===== src/rtl/pipeline_control_unit_pkg.sv =====
// Shared definitions for the pipelined control unit: opcodes, ALUOp and
// forwarding-select encodings, and the control bundle carried down the pipe.
package ctrl_pkg;

  localparam logic [6:0] OP_R      = 7'b0110011;
  localparam logic [6:0] OP_I_ALU  = 7'b0010011;
  localparam logic [6:0] OP_LOAD   = 7'b0000011;
  localparam logic [6:0] OP_STORE  = 7'b0100011;
  localparam logic [6:0] OP_BRANCH = 7'b1100011;

  typedef enum logic [1:0] {
    ALU_I  = 2'b00,
    ALU_S  = 2'b01,
    ALU_R  = 2'b10,
    ALU_SB = 2'b11
  } alu_op_e;

  typedef enum logic [1:0] {
    FWD_RF  = 2'b00,
    FWD_WB  = 2'b01,
    FWD_MEM = 2'b10
  } fwd_sel_e;

  typedef struct packed {
    logic    reg_write;
    logic    mem_to_reg;
    logic    mem_read;
    logic    mem_write;
    logic    alu_src;
    logic    branch;
    alu_op_e alu_op;
    logic    illegal;
  } ctrl_t;

  localparam ctrl_t CTRL_BUBBLE = ctrl_t'('0);

endpackage


===== src/rtl/pipeline_control_unit_if.sv =====
// ID-side inputs and stage-control outputs of the pipeline control unit.
// The datapath side is the master; the control unit is the slave.
interface pipeline_control_unit_if #(parameter int REG_AW = 5);

  logic              id_valid_i;
  logic [6:0]        id_op_i;
  logic [REG_AW-1:0] id_rs1_i;
  logic [REG_AW-1:0] id_rs2_i;
  logic [REG_AW-1:0] id_rd_i;
  logic              ex_zero_i;

  logic              stall_o;
  logic              flush_o;
  logic [1:0]        ex_alu_op_o;
  logic              ex_alu_src_o;
  logic              ex_branch_o;
  logic              ex_illegal_o;
  logic [1:0]        fwd_a_o;
  logic [1:0]        fwd_b_o;
  logic              mem_read_o;
  logic              mem_write_o;
  logic              wb_reg_write_o;
  logic              wb_mem_to_reg_o;
  logic [REG_AW-1:0] wb_rd_o;

  modport master (
    output id_valid_i, id_op_i, id_rs1_i, id_rs2_i, id_rd_i, ex_zero_i,
    input  stall_o, flush_o, ex_alu_op_o, ex_alu_src_o, ex_branch_o,
           ex_illegal_o, fwd_a_o, fwd_b_o, mem_read_o, mem_write_o,
           wb_reg_write_o, wb_mem_to_reg_o, wb_rd_o
  );

  modport slave (
    input  id_valid_i, id_op_i, id_rs1_i, id_rs2_i, id_rd_i, ex_zero_i,
    output stall_o, flush_o, ex_alu_op_o, ex_alu_src_o, ex_branch_o,
           ex_illegal_o, fwd_a_o, fwd_b_o, mem_read_o, mem_write_o,
           wb_reg_write_o, wb_mem_to_reg_o, wb_rd_o
  );

endinterface


===== src/rtl/pipeline_control_unit_decoder.sv =====
// Combinational RV32I opcode decoder for the ID stage: control bundle plus
// which source registers the instruction actually reads.
module control_decoder
  import ctrl_pkg::*;
(
  input  logic [6:0] id_op_i,
  input  logic       id_valid_i,
  output ctrl_t      ctrl_o,
  output logic       uses_rs1_o,
  output logic       uses_rs2_o
);

  always_comb begin
    ctrl_o     = CTRL_BUBBLE;
    uses_rs1_o = 1'b0;
    uses_rs2_o = 1'b0;
    if (id_valid_i) begin
      unique case (id_op_i)
        OP_R: begin
          ctrl_o.reg_write = 1'b1;
          ctrl_o.alu_op    = ALU_R;
          uses_rs1_o       = 1'b1;
          uses_rs2_o       = 1'b1;
        end
        OP_I_ALU: begin
          ctrl_o.reg_write = 1'b1;
          ctrl_o.alu_src   = 1'b1;
          ctrl_o.alu_op    = ALU_I;
          uses_rs1_o       = 1'b1;
        end
        OP_LOAD: begin
          ctrl_o.reg_write  = 1'b1;
          ctrl_o.mem_to_reg = 1'b1;
          ctrl_o.mem_read   = 1'b1;
          ctrl_o.alu_src    = 1'b1;
          ctrl_o.alu_op     = ALU_I;
          uses_rs1_o        = 1'b1;
        end
        OP_STORE: begin
          ctrl_o.mem_write = 1'b1;
          ctrl_o.alu_src   = 1'b1;
          ctrl_o.alu_op    = ALU_S;
          uses_rs1_o       = 1'b1;
          uses_rs2_o       = 1'b1;
        end
        OP_BRANCH: begin
          ctrl_o.branch = 1'b1;
          ctrl_o.alu_op = ALU_SB;
          uses_rs1_o    = 1'b1;
          uses_rs2_o    = 1'b1;
        end
        default: ctrl_o.illegal = 1'b1;
      endcase
    end
  end

endmodule


===== src/rtl/pipeline_control_unit.sv =====
// Pipelined control unit for the 5-stage RV32I core: decodes ID, owns the
// ID/EX, EX/MEM and MEM/WB control registers, and resolves hazards.
module pipeline_control_unit
  import ctrl_pkg::*;
#(
  parameter int REG_AW     = 5,
  parameter bit ENABLE_FWD = 1'b1
) (
  input  logic                   clk_i,
  input  logic                   rst_i,
  pipeline_control_unit_if.slave bus
);

  ctrl_t id_ctrl;
  logic  id_uses_rs1;
  logic  id_uses_rs2;

  ctrl_t             ex_ctrl_p0;
  logic              vld_p0;
  logic [REG_AW-1:0] ex_rs1_p0;
  logic [REG_AW-1:0] ex_rs2_p0;
  logic [REG_AW-1:0] ex_rd_p0;

  logic              vld_p1;
  logic              mem_reg_write_p1;
  logic              mem_to_reg_p1;
  logic              mem_read_p1;
  logic              mem_write_p1;
  logic [REG_AW-1:0] mem_rd_p1;

  logic              vld_p2;
  logic              wb_reg_write_p2;
  logic              wb_mem_to_reg_p2;
  logic [REG_AW-1:0] wb_rd_p2;

  control_decoder u_decoder (
    .id_op_i    (bus.id_op_i),
    .id_valid_i (bus.id_valid_i),
    .ctrl_o     (id_ctrl),
    .uses_rs1_o (id_uses_rs1),
    .uses_rs2_o (id_uses_rs2)
  );

  function automatic logic src_hit(input logic [REG_AW-1:0] rd,
                                   input logic use1, input logic [REG_AW-1:0] rs1,
                                   input logic use2, input logic [REG_AW-1:0] rs2);
    return (rd != '0) && ((use1 && rs1 == rd) || (use2 && rs2 == rd));
  endfunction

  function automatic fwd_sel_e fwd_select(input logic [REG_AW-1:0] rs,
                                          input logic mem_src, input logic [REG_AW-1:0] mem_rd,
                                          input logic wb_src,  input logic [REG_AW-1:0] wb_rd);
    if (mem_src && mem_rd == rs) return FWD_MEM;
    if (wb_src && wb_rd == rs)   return FWD_WB;
    return FWD_RF;
  endfunction

  logic ex_hit;
  logic mem_hit;
  logic load_use;
  logic raw_stall;
  logic flush;
  logic insert_bubble;
  logic mem_fwd_src;
  logic wb_fwd_src;

  assign ex_hit  = src_hit(ex_rd_p0, id_uses_rs1, bus.id_rs1_i, id_uses_rs2, bus.id_rs2_i);
  assign mem_hit = src_hit(mem_rd_p1, id_uses_rs1, bus.id_rs1_i, id_uses_rs2, bus.id_rs2_i);

  assign load_use  = vld_p0 && ex_ctrl_p0.mem_read && ex_hit;
  // Without forwarding every producer still in EX or MEM must drain first;
  // WB is safe because the register file writes through.
  assign raw_stall = !ENABLE_FWD &&
                     ((vld_p0 && ex_ctrl_p0.reg_write && ex_hit) ||
                      (vld_p1 && mem_reg_write_p1 && mem_hit));
  assign flush     = vld_p0 && ex_ctrl_p0.branch && bus.ex_zero_i;

  assign insert_bubble = load_use || raw_stall || flush;
  assign bus.stall_o   = (load_use || raw_stall) && !flush;
  assign bus.flush_o   = flush;

  assign mem_fwd_src = ENABLE_FWD && vld_p1 && mem_reg_write_p1 && (mem_rd_p1 != '0);
  assign wb_fwd_src  = ENABLE_FWD && vld_p2 && wb_reg_write_p2 && (wb_rd_p2 != '0);
  assign bus.fwd_a_o = fwd_select(ex_rs1_p0, mem_fwd_src, mem_rd_p1, wb_fwd_src, wb_rd_p2);
  assign bus.fwd_b_o = fwd_select(ex_rs2_p0, mem_fwd_src, mem_rd_p1, wb_fwd_src, wb_rd_p2);

  // ID/EX stage boundary
  always_ff @(posedge clk_i or posedge rst_i) begin
    if (rst_i) begin
      ex_ctrl_p0 <= CTRL_BUBBLE;
      vld_p0     <= 1'b0;
      ex_rs1_p0  <= '0;
      ex_rs2_p0  <= '0;
      ex_rd_p0   <= '0;
    end else if (insert_bubble || !bus.id_valid_i) begin
      ex_ctrl_p0 <= CTRL_BUBBLE;
      vld_p0     <= 1'b0;
      ex_rs1_p0  <= '0;
      ex_rs2_p0  <= '0;
      ex_rd_p0   <= '0;
    end else begin
      ex_ctrl_p0 <= id_ctrl;
      vld_p0     <= 1'b1;
      ex_rs1_p0  <= bus.id_rs1_i;
      ex_rs2_p0  <= bus.id_rs2_i;
      ex_rd_p0   <= bus.id_rd_i;
    end
  end

  // EX/MEM stage boundary
  always_ff @(posedge clk_i or posedge rst_i) begin
    if (rst_i) begin
      vld_p1           <= 1'b0;
      mem_reg_write_p1 <= 1'b0;
      mem_to_reg_p1    <= 1'b0;
      mem_read_p1      <= 1'b0;
      mem_write_p1     <= 1'b0;
      mem_rd_p1        <= '0;
    end else begin
      vld_p1           <= vld_p0;
      mem_reg_write_p1 <= ex_ctrl_p0.reg_write;
      mem_to_reg_p1    <= ex_ctrl_p0.mem_to_reg;
      mem_read_p1      <= ex_ctrl_p0.mem_read;
      mem_write_p1     <= ex_ctrl_p0.mem_write;
      mem_rd_p1        <= ex_rd_p0;
    end
  end

  // MEM/WB stage boundary
  always_ff @(posedge clk_i or posedge rst_i) begin
    if (rst_i) begin
      vld_p2           <= 1'b0;
      wb_reg_write_p2  <= 1'b0;
      wb_mem_to_reg_p2 <= 1'b0;
      wb_rd_p2         <= '0;
    end else begin
      vld_p2           <= vld_p1;
      wb_reg_write_p2  <= mem_reg_write_p1;
      wb_mem_to_reg_p2 <= mem_to_reg_p1;
      wb_rd_p2         <= mem_rd_p1;
    end
  end

  assign bus.ex_alu_op_o     = ex_ctrl_p0.alu_op;
  assign bus.ex_alu_src_o    = ex_ctrl_p0.alu_src;
  assign bus.ex_branch_o     = ex_ctrl_p0.branch;
  assign bus.ex_illegal_o    = ex_ctrl_p0.illegal;
  assign bus.mem_read_o      = mem_read_p1;
  assign bus.mem_write_o     = mem_write_p1;
  assign bus.wb_reg_write_o  = wb_reg_write_p2;
  assign bus.wb_mem_to_reg_o = wb_mem_to_reg_p2;
  assign bus.wb_rd_o         = wb_rd_p2;

endmodule


===== src/flat_wrapper.sv =====
// flat-port wrapper written by rule: the top's interface ports become plain ports
module pipeline_control_unit_flat import ctrl_pkg::*;
#(
  parameter int REG_AW     = 5,
  parameter bit ENABLE_FWD = 1'b1
)
  (clk_i, rst_i, bus_id_valid_i, bus_id_op_i, bus_id_rs1_i, bus_id_rs2_i, bus_id_rd_i, bus_ex_zero_i, bus_stall_o, bus_flush_o, bus_ex_alu_op_o, bus_ex_alu_src_o, bus_ex_branch_o, bus_ex_illegal_o, bus_fwd_a_o, bus_fwd_b_o, bus_mem_read_o, bus_mem_write_o, bus_wb_reg_write_o, bus_wb_mem_to_reg_o, bus_wb_rd_o);
  pipeline_control_unit_if #(.REG_AW(REG_AW)) bus_i ();
  input  logic clk_i;
  input  logic rst_i;
  input wire logic [$bits(bus_i.id_valid_i)-1:0] bus_id_valid_i;
  input wire logic [$bits(bus_i.id_op_i)-1:0] bus_id_op_i;
  input wire logic [$bits(bus_i.id_rs1_i)-1:0] bus_id_rs1_i;
  input wire logic [$bits(bus_i.id_rs2_i)-1:0] bus_id_rs2_i;
  input wire logic [$bits(bus_i.id_rd_i)-1:0] bus_id_rd_i;
  input wire logic [$bits(bus_i.ex_zero_i)-1:0] bus_ex_zero_i;
  output wire logic [$bits(bus_i.stall_o)-1:0] bus_stall_o;
  output wire logic [$bits(bus_i.flush_o)-1:0] bus_flush_o;
  output wire logic [$bits(bus_i.ex_alu_op_o)-1:0] bus_ex_alu_op_o;
  output wire logic [$bits(bus_i.ex_alu_src_o)-1:0] bus_ex_alu_src_o;
  output wire logic [$bits(bus_i.ex_branch_o)-1:0] bus_ex_branch_o;
  output wire logic [$bits(bus_i.ex_illegal_o)-1:0] bus_ex_illegal_o;
  output wire logic [$bits(bus_i.fwd_a_o)-1:0] bus_fwd_a_o;
  output wire logic [$bits(bus_i.fwd_b_o)-1:0] bus_fwd_b_o;
  output wire logic [$bits(bus_i.mem_read_o)-1:0] bus_mem_read_o;
  output wire logic [$bits(bus_i.mem_write_o)-1:0] bus_mem_write_o;
  output wire logic [$bits(bus_i.wb_reg_write_o)-1:0] bus_wb_reg_write_o;
  output wire logic [$bits(bus_i.wb_mem_to_reg_o)-1:0] bus_wb_mem_to_reg_o;
  output wire logic [$bits(bus_i.wb_rd_o)-1:0] bus_wb_rd_o;
  assign bus_i.id_valid_i = bus_id_valid_i;
  assign bus_i.id_op_i = bus_id_op_i;
  assign bus_i.id_rs1_i = bus_id_rs1_i;
  assign bus_i.id_rs2_i = bus_id_rs2_i;
  assign bus_i.id_rd_i = bus_id_rd_i;
  assign bus_i.ex_zero_i = bus_ex_zero_i;
  assign bus_stall_o = bus_i.stall_o;
  assign bus_flush_o = bus_i.flush_o;
  assign bus_ex_alu_op_o = bus_i.ex_alu_op_o;
  assign bus_ex_alu_src_o = bus_i.ex_alu_src_o;
  assign bus_ex_branch_o = bus_i.ex_branch_o;
  assign bus_ex_illegal_o = bus_i.ex_illegal_o;
  assign bus_fwd_a_o = bus_i.fwd_a_o;
  assign bus_fwd_b_o = bus_i.fwd_b_o;
  assign bus_mem_read_o = bus_i.mem_read_o;
  assign bus_mem_write_o = bus_i.mem_write_o;
  assign bus_wb_reg_write_o = bus_i.wb_reg_write_o;
  assign bus_wb_mem_to_reg_o = bus_i.wb_mem_to_reg_o;
  assign bus_wb_rd_o = bus_i.wb_rd_o;
  pipeline_control_unit #(.REG_AW(REG_AW), .ENABLE_FWD(ENABLE_FWD)) u_core (.clk_i(clk_i), .rst_i(rst_i), .bus(bus_i));
endmodule

===== config.mk =====
export PLATFORM = sky130hd
export DESIGN_NAME = pipeline_control_unit_flat
export DESIGN_NICKNAME = d
export VERILOG_FILES = /design/src/rtl/pipeline_control_unit_pkg.sv /design/src/rtl/pipeline_control_unit_if.sv /design/src/rtl/pipeline_control_unit_decoder.sv /design/src/rtl/pipeline_control_unit.sv /design/src/flat_wrapper.sv
export SDC_FILE = /design/constraint.sdc
export NUM_CORES = 1
export LEC_CHECK = 0
export CAP_MARGIN = 15
export CORE_ASPECT_RATIO = 0.6
export CORE_MARGIN = 3
export CORE_UTILIZATION = 44
export CTS_CLUSTER_DIAMETER = 40
export CTS_CLUSTER_SIZE = 14
export DETAILED_ROUTE_END_ITERATION = 6
export GPL_ROUTABILITY_DRIVEN = 0
export PLACE_DENSITY = 0.72
export SETUP_SLACK_MARGIN = 0.02
export SLEW_MARGIN = 15
export SYNTH_ARGS = -nofsm -noshare
export SYNTH_HDL_FRONTEND = slang
export SYNTH_SLANG_ARGS = --single-unit

===== constraint.sdc =====
create_clock -name clk_i -period 1.6 [get_ports clk_i]
set_input_delay 0.16 -clock clk_i [delete_from_list [all_inputs] [get_ports clk_i]]
set_output_delay 0.16 -clock clk_i [all_outputs]
set_load 0.01 [all_outputs]

==> flow_metrics.tcl <==
set metrics [dict create \
    wire_per_inst_um 20.4 \
    cpMaxStageDelayCell "dfrtp_1" \
    r2r-start "u_core.ex_rd_p0[0]$_DFF_PP0_" \
    top_usage_layer "met2" \
    first_pass_iters 4 \
    yosysTopAreaCellShare 0.535 \
    netlist_area_um2 1920 \
    die_h_um 57.1 \
    dieArea_um2 5210 \
    regToRegSetupSlack_ps -330 \
    design.core.area_um2 3910 \
    yosys.area.top_type "dfrtp_1" \
    antenna_found_initial 0 \
    setup_viol 28 \
    syn_inst 149 \
    p_leak_uw 0.00138 \
    clock-sinks 41 \
    dp_slack_ps -645 \
    area_delta_synth_final_pct 66.7 \
    synthTopCellsByArea "dfrtp_1 53%, nor3b_2 9.8%, xnor2_1 7.3%, xor2_1 6.8%, nand3_1 3.4%" \
    cp_cell_sequence "or4_4 > o211ai_1 > buf_4 > nor4_4 > nor4_4 > buf_2" \
    initial_core_util 0.490 \
    ys_seq_area_frac 0.535 \
    cp-start-kind "flip-flop" \
    reg2reg_depth 7 \
    rows 17 \
    period_needed_ps 2150 \
    die_x_um 91.2 \
    syn-num-nets 175 \
    grt_remaining_overflow 0 \
    cts_tree "yes" \
    grt_pass1_wl_mm 9.50 \
    post_synth.cell_area_avg_um2 12.9 \
    postLayoutSetupSlackWorst_ps -553 \
    grtUsageTotal 0.247 \
    ys_warn_count 0 \
    slowest_delay_ps 480 \
    max-cap-violations 0 \
    ir_drop_mv 0.447 \
    synth_seq_cells 41 \
    layout-drive-gt1-share 0.450 \
    ys_types 29 \
    vias 1564 \
    drtAntennaViolNets 0 \
    critPathArrivalTime_ps 1990 \
    dp_hpwl_mm 3.67 \
    wl_mm 6.09 \
    report.final.slew_viol_count 0 \
    rsz0062_at_grt "yes" \
    cp_common_cell "nor4_4" \
    nets 267 \
    grt_max_degree 42 \
    grt_pass1_vias 1668 \
    critical_path.max_fanout 4 \
    critPathTopFamily "simple AND/OR/NAND/NOR gates" \
    path_buf_inv 2 \
    io_pins 46 \
    met2_usage 0.389 \
    outcome "finished with violations" \
    failed_checks "setup timing" \
    viasPerCell 5.23 \
    setup_tns_ps -7640 \
    hold_viol_final 0 \
    hold_path_class "in2async" \
    drcViolationCount 0 \
    clk_pin_slew_ps 80 \
    slew_headroom 0.736 \
    cts_buffers 5 \
    clk_path_buf_depth 2 \
    worstSetupPathType "reg2out" \
    fin_skew_ps 6.77 \
    pwr_density_cell_nw_per_um2 765 \
    required_ps 1440 \
    fin_crit_sh 1.35 \
    use_met3 0.0487 \
    critPathCaptureType "output pin" \
    gr-usage-met1 0.340 \
    io_buffers 45 \
    htree_levels 2 \
    fmax_mhz 465 \
    r2r_end "u_core.ex_rs1_p0[3]$_DFF_PP0_" \
    max_slew.worst_pin.slew_ps 393 \
    drt_iter0_drc 109 \
    fin_hold_ws_ps 202 \
    root_buffer "clkbuf_8" \
    insertion_delay_ps 310 \
    antenna_cells 0 \
]
## cells by family after synthesis
group                     Yosys count  synth area share
DFF                                41             0.535
buffers and inverters              10            0.0411
AOI/OAI and AO/OA                   8            0.0326
and+or+nand+nor                    59             0.250
xor gates and xnor gates           31             0.142
## worst max path at each step
| stage | cells after the start | slack [ps] | from | endpoint |
|---|---|---|---|---|
| after floorplan | 3 | -10 | u_core.bus.wb_rd_o[1]$_DFF_PP0_ | bus_fwd_b_o[0] |
| final | 6 | -550 | u_core.mem_rd_p1[4]$_DFF_PP0_ | bus_fwd_b_o[0] |
| after CTS | 6 | -490 | u_core.mem_rd_p1[2]$_DFF_PP0_ | bus_fwd_a_o[0] |
| after detailed placement | 6 | -640 | bus_id_op_i[2] | bus_stall_o |
| after global routing | 6 | -600 | u_core.mem_rd_p1[2]$_DFF_PP0_ | bus_fwd_b_o[0] |
| after global placement | 5 | -560 | u_core.mem_rd_p1[1]$_DFF_PP0_ | bus_fwd_a_o[0] |
## layer usage
| metal | wire (um) | vias up |
|---|---|---|
| li1 | - | 703 |
| met1 | 2570 | 780 |
| met2 | 2920 | 67 |
| met3 | 438 | 14 |
| met4 | 158 | 0 |
| met5 | 0 | - |
## per-stage QoR
step | instance area [um2] | std cells | util | power (uW)
after floorplan | 1960 | 149 | - | 1280
after global placement | 2710 | 279 | 0.691 | 1470
after detailed placement | 2710 | 279 | 0.691 | 1490
after CTS | 3110 | 297 | 0.795 | 2420
after global routing | 3200 | 299 | 0.817 | 2540
final | 3200 | 299 | 0.817 | 2450
## power by group
part	internal (uW)	total, uW	switching, uW
clock	507	890	382
sequential	1080	1110	39.0
combinational	244	443	200
total	1830	2450	621
## cells in the mapped netlist
cell / number
or4_1: 5
o21a_1: 1
dfrtp_1: 41
nand2_1: 2
and2_1: 2
o2111ai_1: 1
o31ai_2: 1
xnor2_1: 16
and4bb_1: 1
xor2_1: 15
nor4_1: 6
buf_4: 3
or4_4: 1
o211ai_1: 2
nor2b_1: 1
nor3_2: 3
o21ai_0: 1
nand2b_1: 1
a21oi_1: 1
nor3b_2: 15
nand3_1: 13
inv_1: 3
nor2_1: 3
o21ai_2: 1
nor2_4: 1
nor3_1: 3
nor4_4: 1
and3_1: 1
buf_6: 4
## sequential cells by signal, summed over array words and instances (netlist names)
name	flops
u_core.bus.wb_reg_write_o	1
u_core.bus.ex_illegal_o	1
u_core.ex_rs2_p0	5
u_core.ex_ctrl_p0	3
u_core.vld_p0	1
u_core.bus.ex_branch_o	1
u_core.vld_p2	1
u_core.bus.wb_rd_o	5
u_core.bus.ex_alu_src_o	1
u_core.bus.ex_alu_op_o	2
u_core.mem_reg_write_p1	1
u_core.bus.wb_mem_to_reg_o	1
u_core.bus.mem_write_o	1
u_core.mem_rd_p1	5
u_core.vld_p1	1
u_core.ex_rs1_p0	5
u_core.ex_rd_p0	5
u_core.bus.mem_read_o	1
## cell usage in the layout (no fill, tap or decap), drive strengths merged, types with 7 or more instances in the layout
master | Yosys | layout
buf | 7 | 50
nor4 | 7 | 7
clkdlybuf4s50 | 0 | 38
dfrtp | 41 | 41
xor2 | 15 | 15
xnor2 | 16 | 16
nand3 | 13 | 13
nor3b | 15 | 15
clkbuf | 0 | 8
## tightest hold or removal path: cells and delay by family
kind,cells,cell delay (ps)
buffers and inverters,3,720
## what timing repair did
item | 4_1_cts | 5_1_grt
hold buffers | 0 | 0
gates resized for setup | 53 | 18
buffers inserted | 6 | 3
setup endpoints to repair | 30 | 29
cloned | 4 | 1
endpoints found under the hold margin | 0 | 0
pin swaps | 22 | 9
## final cells by class
class	instances	area, um2
Multi-Input combinational cell	98	1060
Sequential cell	41	1030
Timing Repair Buffer	92	901
Fill cell	214	717
Clock buffer	6	82.6
Tap cell	57	71.3
Clock inverter	2	37.5
Inverter	3	11.3
Power figures use the tool's default switching activity.
==> patch, RTL diff (same flow settings) <==
Take the reset off `mem_rd_p1` and load it in a clocked block of its own.
--- a/src/rtl/pipeline_control_unit.sv
+++ b/src/rtl/pipeline_control_unit.sv
@@ -117,3 +117,2 @@
       mem_write_p1     <= 1'b0;
-      mem_rd_p1        <= '0;
     end else begin
@@ -124,4 +123,7 @@
       mem_write_p1     <= ex_ctrl_p0.mem_write;
-      mem_rd_p1        <= ex_rd_p0;
     end
+  end
+
+  always_ff @(posedge clk_i) begin
+    mem_rd_p1 <= ex_rd_p0;
   end
Formal check against the unedited RTL: same outputs for any inputs over 10 cycles, from zero or initial values and one cycle with rst_i high; that may be too few to reach the edited logic, so the function may still have changed.
==> patch against the original RTL <==
The flow still finishes with violations (setup timing). Sequential share of layout area increased by 0.45 points. Highest routed layer unchanged. Synthesized area fell by 1.3%. Wire length fell by 8.1%. Sequential cell count stayed put. Total power shrank 0.87%. Setup slack gained 33 ps. Via count fell by 2.5%. Critical endpoint unchanged. Utilization fell by 2.4 points. Cell area is 3.4% lower.
==> patch: results (changes against the original RTL) <==
| Metric | Value |
|---|---|
| Outcome | `finished with violations` |
| Violated checks | `setup timing` |
| Fillers | `217 (+1.4%)` |
| M2 GR Usage | `0.367 (-0.0224)` |
| Post-synthesis sequential area ratio | `0.529 (-0.00615)` |
| Post-synthesis xor/xnor area fraction | `0.143 (+0.00187)` |
| DP Wirelength | `3.60 mm (-1.8%)` |
| Crit-path max FO | `2 (-2)` |
| R2R Setup Slk | `-160 ps (+170 ps)` |
| Wire length on met1 | `2.51 mm (-2.2%)` |
| Nets | `269 (+0.75%)` |
| Inst Count DP | `280 (+0.36%)` |
| Vias in the first global route | `1603 (-3.9%)` |
| Worst path slowest cell | `or4_4` |
| Complex-gate fraction of the synthesized area | `0.0330 (+0.000431)` |
| Synth top cells by count | `36 x dfrtp_1, 16 x xnor2_1, 15 x nor3b_2, 15 x xor2_1, 13 x nand3_1` |
| 1st-iter DRT viols | `67 (-39%)` |
| Arrival @ worst endpoint | `1960 ps (-30 ps)` |
| Met3 WL post-DR | `274 um (-37%)` |
| WL per Instance | `18.6 um (-8.7%)` |
| Post-synth net total | `175 (unchanged)` |
| Pleak | `0.00134 uW (-2.8%)` |
| M3 GR Usage | `0.0750 (+0.0262)` |
| Vias | `1525 (-2.5%)` |
| # setup viols final | `28 (unchanged)` |
| Layout cells sized above 1 | `0.471 (+0.0209)` |
| Dpl cell area | `2660 um^2 (-1.6%)` |
| FFs w/ async S/R, synth | `0.878 (-0.122)` |
| PnR worst setup slack | `-520 ps (+33.0 ps)` |
| Tot GR Track Use | `0.226 (-0.0212)` |
| Largest net degree at the start of global routing | `37 (-12%)` |
| Vias/cell | `5.07 (-3.1%)` |
| Clk_skew | `14.7 ps (+7.97 ps)` |
| Leading post-synthesis cells by cell area | `dfrtp_1 48%, nor3b_2 9.9%, xnor2_1 7.4%, xor2_1 6.9%, dfxtp_1 5.3%` |
| Netlist cell types | `30 (+3.4%)` |
| M1 GR Usage | `0.289 (-0.0507)` |
| Worst-Margin Slew | `453 ps (+59.9 ps)` |
| Metal2 WL | `2.72 mm (-6.9%)` |
[patch: final timing paths]
path / start / endpoint / cells past startpoint
max: u_core.mem_rd_p1[3] / bus_fwd_b_o[0] / 6
min: rst_i / u_core.ex_rs1_p0[0] / 3
max reg2reg: u_core.ex_rd_p0[3] / u_core.ex_rd_p0[0] / 6
min reg2reg: u_core.ex_ctrl_p0[8] / u_core.mem_reg_write_p1 / 0
max in group asynchronous: rst_i / u_core.ex_rd_p0[1] / 3
min in group clk_i: u_core.ex_ctrl_p0[8] / u_core.mem_reg_write_p1 / 0
[patch: repair_timing]
action,in CTS,in global routing
setup endpoints to repair,30,28
gates resized for setup,53,20
cloned,1,0
setup buffers,12,4
pin swaps,16,15
[patch: through the flow]
step / TNS (ps) / hold WS [ps] / setup slack [ps] / total power (uW)
final: -4700 / 246 / -520 / 2430
after global routing: -6410 / 292 / -599 / 2520
after CTS: -5660 / 269 / -512 / 2390
after detailed placement: -11790 / 337 / -727 / 1470
after global placement: -8670 / 336 / -537 / 1460
after floorplan: -22.5 / 285 / -14.1 / 1280
[patch: cell type report]
cell class                      instances  area (um^2)  area share
Sequential cell                        41         1010       0.327
Clock buffer                            7         86.3      0.0280
Inverter                                3         11.3     0.00365
Tap cell                               57         71.3      0.0231
Clock inverter                          1         30.0     0.00972
Multi-Input combinational cell         98         1060       0.343
Timing Repair Buffer                   94          821       0.266
[patch: report_power, final]
group | total (uW) | internal [uW] | switching [uW]
combinational | 440 | 243 | 197
sequential | 1110 | 1070 | 35.1
clock | 876 | 509 | 367
total | 2430 | 1830 | 599
[patch: critical path, delay by kind of cell, from the launching register on]
kind	cells	cell delay, ps
and+or+nand+nor	3	830
buffers and inverters	2	330
DFF	1	320
AOI/OAI and AO/OA	1	190
